File: src/rtl/wb2ahb_pkg.sv
// Shared AHB-Lite encodings for the Wishbone-to-AHB bridge.
package wb2ahb_pkg;
  localparam logic [1:0] HTRANS_IDLE   = 2'b00;
  localparam logic [1:0] HTRANS_BUSY   = 2'b01;
  localparam logic [1:0] HTRANS_NONSEQ = 2'b10;
  localparam logic [1:0] HTRANS_SEQ    = 2'b11;

  localparam logic [1:0] HRESP_OKAY  = 2'b00;
  localparam logic [1:0] HRESP_ERROR = 2'b01;
  localparam logic [1:0] HRESP_RETRY = 2'b10;
  localparam logic [1:0] HRESP_SPLIT = 2'b11;

  localparam logic [2:0] HSIZE_WORD    = 3'b010;
  localparam logic [2:0] HBURST_SINGLE = 3'b000;
endpackage

File: src/rtl/wb2ahb.sv
// Wishbone slave to AHB master bridge: one SINGLE word transfer per Wishbone
// cycle, with bounded re-issue on RETRY/SPLIT.
module wb2ahb
  import wb2ahb_pkg::*;
#(
  parameter int AWIDTH    = 16,
  parameter int DWIDTH    = 32,
  parameter int RETRY_MAX = 15
) (
  input  logic              clk_i,
  input  logic              rst_i,
  input  logic [AWIDTH-1:0] adr_i,
  input  logic [DWIDTH-1:0] dat_i,
  output logic [DWIDTH-1:0] dat_o,
  input  logic              we_i,
  input  logic              cyc_i,
  input  logic              stb_i,
  output logic              ack_o,
  output logic              err_o,
  output logic              hbusreq,
  input  logic              hgrant,
  output logic [AWIDTH-1:0] haddr,
  output logic [1:0]        htrans,
  output logic              hwrite,
  output logic [2:0]        hsize,
  output logic [2:0]        hburst,
  output logic [DWIDTH-1:0] hwdata,
  input  logic [DWIDTH-1:0] hrdata,
  input  logic              hready,
  input  logic [1:0]        hresp
);
  localparam int CW = $clog2(RETRY_MAX + 1);
  localparam logic [CW-1:0] RMAX = CW'(RETRY_MAX);

  typedef enum logic [2:0] {S_IDLE, S_REQ, S_ADDR, S_DATA, S_RESP} state_t;

  state_t            state;
  logic [AWIDTH-1:0] adr_q;
  logic [DWIDTH-1:0] dat_q;
  logic              we_q;
  logic [CW-1:0]     retry_cnt;

  assign hsize  = HSIZE_WORD;
  assign hburst = HBURST_SINGLE;

  always_ff @(posedge clk_i) begin
    if (rst_i) begin
      state     <= S_IDLE;
      adr_q     <= '0;
      dat_q     <= '0;
      we_q      <= 1'b0;
      retry_cnt <= '0;
      dat_o     <= '0;
      ack_o     <= 1'b0;
      err_o     <= 1'b0;
      hbusreq   <= 1'b0;
      haddr     <= '0;
      htrans    <= HTRANS_IDLE;
      hwrite    <= 1'b0;
      hwdata    <= '0;
    end else begin
      ack_o <= 1'b0;
      err_o <= 1'b0;
      case (state)
        S_IDLE: if (cyc_i && stb_i) begin
          adr_q     <= adr_i;
          dat_q     <= dat_i;
          we_q      <= we_i;
          retry_cnt <= '0;
          hbusreq   <= 1'b1;
          state     <= S_REQ;
        end
        S_REQ: begin
          if (!cyc_i) begin
            hbusreq <= 1'b0;
            state   <= S_IDLE;
          end else if (hgrant && hready) begin
            htrans <= HTRANS_NONSEQ;
            haddr  <= adr_q;
            hwrite <= we_q;
            state  <= S_ADDR;
          end
        end
        S_ADDR: if (hready) begin
          htrans  <= HTRANS_IDLE;
          hbusreq <= 1'b0;
          hwdata  <= dat_q;
          state   <= S_DATA;
        end
        S_DATA: if (hready) begin
          // An abandoned Wishbone cycle still lets the AHB transfer finish,
          // but nothing is reported back.
          case (hresp)
            HRESP_OKAY: begin
              ack_o <= cyc_i;
              if (cyc_i && !we_q) dat_o <= hrdata;
              state <= S_RESP;
            end
            HRESP_ERROR: begin
              err_o <= cyc_i;
              state <= S_RESP;
            end
            default: begin
              if (retry_cnt == RMAX) begin
                err_o <= cyc_i;
                state <= S_RESP;
              end else begin
                retry_cnt <= retry_cnt + 1'b1;
                hbusreq   <= 1'b1;
                state     <= S_REQ;
              end
            end
          endcase
        end
        S_RESP: state <= S_IDLE;
        default: state <= S_IDLE;
      endcase
    end
  end
endmodule

File: config.mk
export PLATFORM = sky130hd
export DESIGN_NAME = wb2ahb
export DESIGN_NICKNAME = d
export VERILOG_FILES = /design/src/rtl/wb2ahb_pkg.sv /design/src/rtl/wb2ahb.sv
export SDC_FILE = /design/constraint.sdc
export NUM_CORES = 1
export LEC_CHECK = 0
export ABC_AREA = 0
export ABC_CLOCK_PERIOD_IN_PS = 4500
export BUFFER_PORTS_ARGS = -buffer_cell sky130_fd_sc_hd__buf_4
export CAP_MARGIN = 10
export CORE_MARGIN = 1
export CORE_UTILIZATION = 45
export DETAILED_ROUTE_END_ITERATION = 16
export PLACE_DENSITY = 0.73
export SLEW_MARGIN = 20
export SYNTH_ARGS = -nofsm -noshare
export SYNTH_HDL_FRONTEND = slang
export SYNTH_SLANG_ARGS = --single-unit
File: constraint.sdc
create_clock -name clk_i -period 4.5 [get_ports clk_i]
set_input_delay 0.45 -clock clk_i [delete_from_list [all_inputs] [get_ports clk_i]]
set_output_delay 0.45 -clock clk_i [all_outputs]
set_load 0.02 [all_outputs]
==> flow_summary_export.csv, run 1 <==
group,metric,value,unit
sta,fin_worst_skew,6.697,ps
route,wl_per_cell,13.17,um
logic_synthesis,synth-simple-area-share,24.19,%
route,drt_iter0_markers,256,
clock_network,cts_setup_buffers,0,
global_route,antenna_found_initial,0,
outcome,status,"finished clean",
clock_network,cts_inserted_buffers,17,
clock_network,cts_sinks,141,
clock_network,tritoncts,"built",
worst_setup_path,critPathMaxFanout,52,
sta,tns,0,ps
route,vias_per_cell,4.924,
route,drc,0,
logic_synthesis,synth_top_area_share,54.80,%
worst_setup_path,path_delay_family,"simple AND/OR/NAND/NOR gates",
sta,tightestPinTransition,990.2,ps
die,start_util,46.90,%
worst_setup_path,endpoint_kind,"flop",
clock_network,clock_latency,410,ps
sta,hold_viol_final,0,
logic_synthesis,synth-seq-cells,141,
final_layout,final_nets,891,
sta,fmax,450.8,MHz
route,drt.antenna.violating_nets,0,
clock_network,cts_max_level,4,
logic_synthesis,syn_area,0.005151,mm^2
logic_synthesis,synth.distinct_cells,35,
final_layout,antenna_cells,0,
global_route,globalRoute.totalOverflow,0,
route,wl_met2,6022,um
worst_setup_path,crit_chain,"or4_2 > nand2_1 > a21oi_1",
die,coreArea,0.01098,mm^2
logic_synthesis,synth_mux_area_share,0,%
clock_network,cts_resized,0,
logic_synthesis,synth_compound_area_share,14.96,%
worst_setup_path,cpPeakStageDelay,1230,ps
logic_synthesis,yosys-top-cells-count,"nand2_1, dfxtp_1, a21oi_1",
worst_setup_path,crit_arrival,2470,ps
clock_network,cts_root_buffer,"clkbuf_16",
logic_synthesis,synth_enable_flop_cells,0,
logic_synthesis,yosysMostFrequentCell,"nand2_1",
power,p_per_area,397.8,mW/mm^2
logic_synthesis,synth_area_per_cell,7.888,um^2
final_layout,areaGrowthSynthToFinish,35.29,%
logic_synthesis,yosysWarnings,0,
route,wirelength,12550,um
min_path,hold_class,"in -> reg",
power,peakVddDrop,0.2005,mV
sta,slew_viol_final,0,
logic_synthesis,syn_inst,653,
sta,period_minus_slack,2219,ps
placement,gp_congestion,0.8347,
clock_network,clockBufferDepth,2,
logic_synthesis,synth_top_family_by_area,"simple AND/OR/NAND/NOR gates",
sta,max_slew_margin,33.98,%
placement,place_inst,922,
placement,place_ws,2096,ps
final_layout,layout.cells.non_filler,953,
sta,setup_violations,0,
route,top_layer,"met4",
logic_synthesis,synth.area.top_cells,"dfxtp_1, nand2_1, a21oi_1",
final_layout,fillers,963,
final_layout,area.sequential,0.002823,mm^2
sta,finalCritPeriodShare,49.30,%
worst_setup_path,crit_type,"reg -> reg",
global_route,grt_pass1_vias,4382,
route,wl_met3,1001,um
final_layout,drive_gt1_share,26.45,%
placement,post-dp-hpwl,8272,um
global_route,grt_max_degree,85,
logic_synthesis,synth_flop_cell,"dfxtp_1",
clock_network,path_clk_slew,60,ps
placement,numPortBuffers,173,
die,floorplan.rows,38,
logic_synthesis,yosys.area.top_type,"dfxtp_1",
route,dr_total_vias,4693,
worst_setup_path,crit_path_start_kind,"flop",
power,p_leak,2.782,nW
logic_synthesis,yosys.area_share.adder,0.2429,%
clock_network,ctsHoldBuffers,0,
global_route,grt_pass1_wl,19980,um
flow_run,timing.max_cap.violations,0,
die,io_pins,181,
logic_synthesis,synth_seq_area_share,54.80,%
die,dieArea,0.01188,mm^2
route,first_pass_iters,4,
route,drt-met1-wl,5366,um
final_layout,multi_input_area,0.002064,mm^2
sta,rsz0062_at_grt,"no",
worst_setup_path,crit_required,4750,ps
die,die_h,109.0,um
worst_setup_path,crit_buf_inv,0,
die,die_x,109.0,um
logic_synthesis,synth-xor-area-share,0,%
sta,setup_ws,2281,ps
logic_synthesis,async_flop_share,0,%
global_route,track_usage,21.71,%
worst_setup_path,slowest_stage,"or4_2",
-- placed cells by master (no fill, tap or decap), types with 3 or more instances in the layout --
cell type   count
clkbuf_16      17
o21ai_0         5
clkinvlp_4      3
nand2_1       267
nor3_1          4
dfxtp_1       141
nor2_1          7
nand3_1         7
clkinv_2        4
buf_4         178
a21oi_1       137
conb_1          7
-- layer usage --
| layer | up-vias | global-route usage, % |
|---|---|---|
| met4 | 0 | 7.915 |
| met5 | - | 0 |
| met3 | 13 | 6.455 |
| li1 | 2403 | - |
| met1 | 2131 | 25.81 |
| met2 | 146 | 36.88 |
-- metrics by stage --
| stage | utilization, % | power (mW) | instance area [um^2] | hold slack [ps] |
|---|---|---|---|---|
| after global placement | 58.28 | 1.473 | 6401 | 436.5 |
| after detailed placement | 58.28 | 1.476 | 6401 | 443.8 |
| final | 63.45 | 2.772 | 6969 | 229.2 |
| after floorplan | - | 1.401 | 5170 | 432.1 |
| after CTS | 63.44 | 2.800 | 6968 | 209.7 |
| after global routing | 63.45 | 2.878 | 6969 | 215.7 |
-- state kept, by name, summed over array words and instances, names as in the netlist --
name       cells
hwdata        32
htrans         1
hwrite         1
haddr         16
hbusreq        1
state          3
dat_o         32
adr_q         16
we_q           1
ack_o          1
retry_cnt      4
err_o          1
dat_q         32
-- kinds of logic after synthesis --
family / after synthesis
AO/OA/AOI/OAI: 150
adder cells (fa/ha/maj): 1
buffers and inverters: 55
flip-flops: 141
other: 2
AND/OR/NAND/NOR: 304
-- area by class of cell --
cell class,instances,share of cell area [%]
multi-input cells,462,29.62
clock inverters,11,1.724
well taps,140,2.513
repair buffers,178,19.17
flip-flops and latches,141,40.50
clock buffers,20,6.409
inverters,1,0.05386
-- final timing paths --
path | start | end | slack [ps] | cells past startpoint
worst max-delay path | state[2] | dat_q[13] | 2280 | 3
worst min register to register | dat_q[29] | hwdata[29] | 450 | 2
worst min-delay path | hresp[0] | ack_o | 230 | 2
worst max register to register | state[2] | dat_q[13] | 2280 | 3
-- where the power goes --
part	switching, mW	internal, mW
combinational	0.0853	0.0749
sequential	0.0157	1.27
clock	0.499	0.824
Power figures use the tool's default switching activity.
==> inputs of run 2 (changes only) <==
--- a/config.mk
+++ b/config.mk
@@ -6,7 +6,7 @@
 export NUM_CORES = 1
 export LEC_CHECK = 0
 export ABC_AREA = 0
-export ABC_CLOCK_PERIOD_IN_PS = 4500
+export ABC_CLOCK_PERIOD_IN_PS = 2100
 export BUFFER_PORTS_ARGS = -buffer_cell sky130_fd_sc_hd__buf_4
 export CAP_MARGIN = 10
 export CORE_MARGIN = 1
==> constraint.sdc (replaced) <==
create_clock -name clk_i -period 2.1 [get_ports clk_i]
set_input_delay 0.21 -clock clk_i [delete_from_list [all_inputs] [get_ports clk_i]]
set_output_delay 0.21 -clock clk_i [all_outputs]
set_load 0.02 [all_outputs]
==> run 2 against run 1 <==
Sequential share of layout area fell by 0.55 points; clock skew rose by 2.8 ps; clock power rose by 120%; first-iteration DRC count rose by 30%; sequential power rose by 110%; global-route usage rose by 0.39 points; combinational power rose by 120%; worst hold slack got worse by 210 ps; routed wire length rose by 1.9%; sequential cell count did not move; cell count rose by 0.94%; die area did not move; highest routed layer unchanged.
==> flow_summary_export.csv, run 2 (synthesis gave the netlist of run 1 again) <==
group,metric,value,unit
placement,post-dp-hpwl,8639,um
clock_network,cts_root_buffer,"clkbuf_16",
worst_setup_path,ff2ff_path_depth,4,
power,combPwrFrac,5.9,%
min_path,min_from,"hresp[1]",
worst_setup_path,slowest_stage,"or3_1",
global_route,grt_pass1_wl,20100,um
die,io_pins,181,
worst_setup_path,path_delay_family,"simple AND/OR/NAND/NOR gates",
min_path,hold_class,"in -> reg",
die,die_h,109.0,um
clock_network,path_clk_slew,50,ps
clock_network,ctsHoldBuffers,1,
final_layout,final_common_cell,"nand2_1",
sta,setup_ws,265.9,ps
sta,tightestPinTransition,643.0,ps
global_route,globalRoute.totalOverflow,0,
clock_network,cts_inserted_buffers,17,
route,dr_total_vias,4781,
sta,fmax,545.2,MHz
clock_network,cts_sinks,141,
global_route,antenna_found_initial,0,
worst_setup_path,crit_top_cell,"nand2_1",
sta,rsz0062_at_grt,"no",
power,p_per_area,846.7,mW/mm^2
route,wl_per_cell,13.30,um
die,coreArea,0.01098,mm^2
min_path,hold_path_depth,2,
route,drt_iter0_markers,333,
die,die_x,109.0,um
final_layout,final_nets,900,
flow_run,timing.max_cap.violations,0,
global_route,track_usage,22.11,%
power,intPower,4.729,mW
clock_network,cts_setup_buffers,0,
route,drc,0,
sta,tns,0,ps
final_layout,layout_common_cells,"nand2_1, buf_4, dfxtp_1",
global_route,grt_max_degree,63,
sta,max_slew_margin,57.14,%
power,pwr-share-seq,46.2,%
die,dieArea,0.01188,mm^2
placement,gp_congestion,0.7919,
sta,timing.hold.ws,18.51,ps
min_path,worstHoldEndpoint,"ack_o",
power,fin_total_pwr,5.983,mW
clock_network,clockBufferDepth,2,
worst_setup_path,crit_arrival,2100,ps
final_layout,drive_gt1_share,26.76,%
power,peakVddDrop,0.5796,mV
worst_setup_path,critPathMaxFanout,17,
sta,period_minus_slack,1834,ps
route,first_pass_iters,4,
sta,setup_violations,0,
worst_setup_path,r2r_start,"state[0]",
final_layout,largest_registers,"dat_o: 32 flops, dat_q: 32 flops, hwdata: 32 flops",
clock_network,tritoncts,"built",
worst_setup_path,crit_chain,"nand2_1 > or3_1 > nand2_1 > a21oi_1",
worst_setup_path,crit_cells,4,
worst_setup_path,crit_required,2370,ps
die,start_util,46.90,%
worst_setup_path,endpoint_kind,"flop",
worst_setup_path,reg2reg_to,"haddr[15]",
clock_network,cts_resized,0,
worst_setup_path,crit_buf_inv,0,
clock_network,clock_latency,410,ps
route,wirelength,12790,um
worst_setup_path,crit_path_start_kind,"flop",
final_layout,areaGrowthSynthToFinish,37.16,%
route,drt.antenna.violating_nets,0,
power,p_leak,2.840,nW
power,switching_share,20.95,%
outcome,status,"finished clean",
worst_setup_path,cpPeakStageDelay,660,ps
power,switchingPower,1.253,mW
clock_network,cts_max_level,4,
route,vias_per_cell,4.970,
worst_setup_path,r2r_slack,270,ps
sta,fin_worst_skew,9.507,ps
power,p_clk_share,47.9,%
sta,hold_viol_final,0,
sta,finalCritPeriodShare,87.34,%
sta,slew_viol_final,0,
final_layout,antenna_cells,0,
placement,numPortBuffers,173,
worst_setup_path,crit_type,"reg -> reg",
final_layout,final_util,64.33,%
placement,place_ws,287.3,ps
die,floorplan.rows,38,
global_route,grt_pass1_vias,4482,
-- run 2: cell type report --
class	count	area, um^2
Tap cell	140	175.2
Sequential cell	141	2823
Multi-Input combinational cell	462	2063
Timing Repair Buffer	187	1431
Fill cell	942	3918
Clock buffer	24	481.7
Clock inverter	7	87.58
Inverter	1	3.754
-- run 2: worst max path at each step --
stage	from	endpoint
after floorplan	state[0]	haddr[10]
after detailed placement	state[0]	haddr[15]
final	state[0]	haddr[15]
after global placement	state[0]	retry_cnt[1]
after CTS	state[0]	haddr[15]
after global routing	state[0]	haddr[15]
-- run 2: power by group through the flow --
stage	clock [mW]	combinational [mW]	sequential, mW
finish	2.86	0.356	2.76
global route	3.04	0.390	2.77
CTS	2.92	0.358	2.76
detailed placement	0	0.355	2.82
global placement	0	0.349	2.82
floorplan	0	0.188	2.81
-- run 2: worst reg2reg max path: stages, from the launching register on --
cell,delay [ps]
dfxtp_1,640
nand2_1,130
or3_1,660
nand2_1,190
a21oi_1,70
-- run 2: through the flow --
stage	instances	area (um^2)
4_1_cts	962	7066
5_1_grt	962	7066
3_3_place_gp	930	6486
6_report	962	7066
2_1_floorplan	658	5170
3_5_place_dp	930	6486
-- run 2: metal layers --
metal	track usage [%]	part of all wire, %	wire [um]
met2	37.15	49	6251
met3	7.472	8.3	1065
met5	0	0	0
met1	25.47	41	5302
met4	9.556	1.3	172
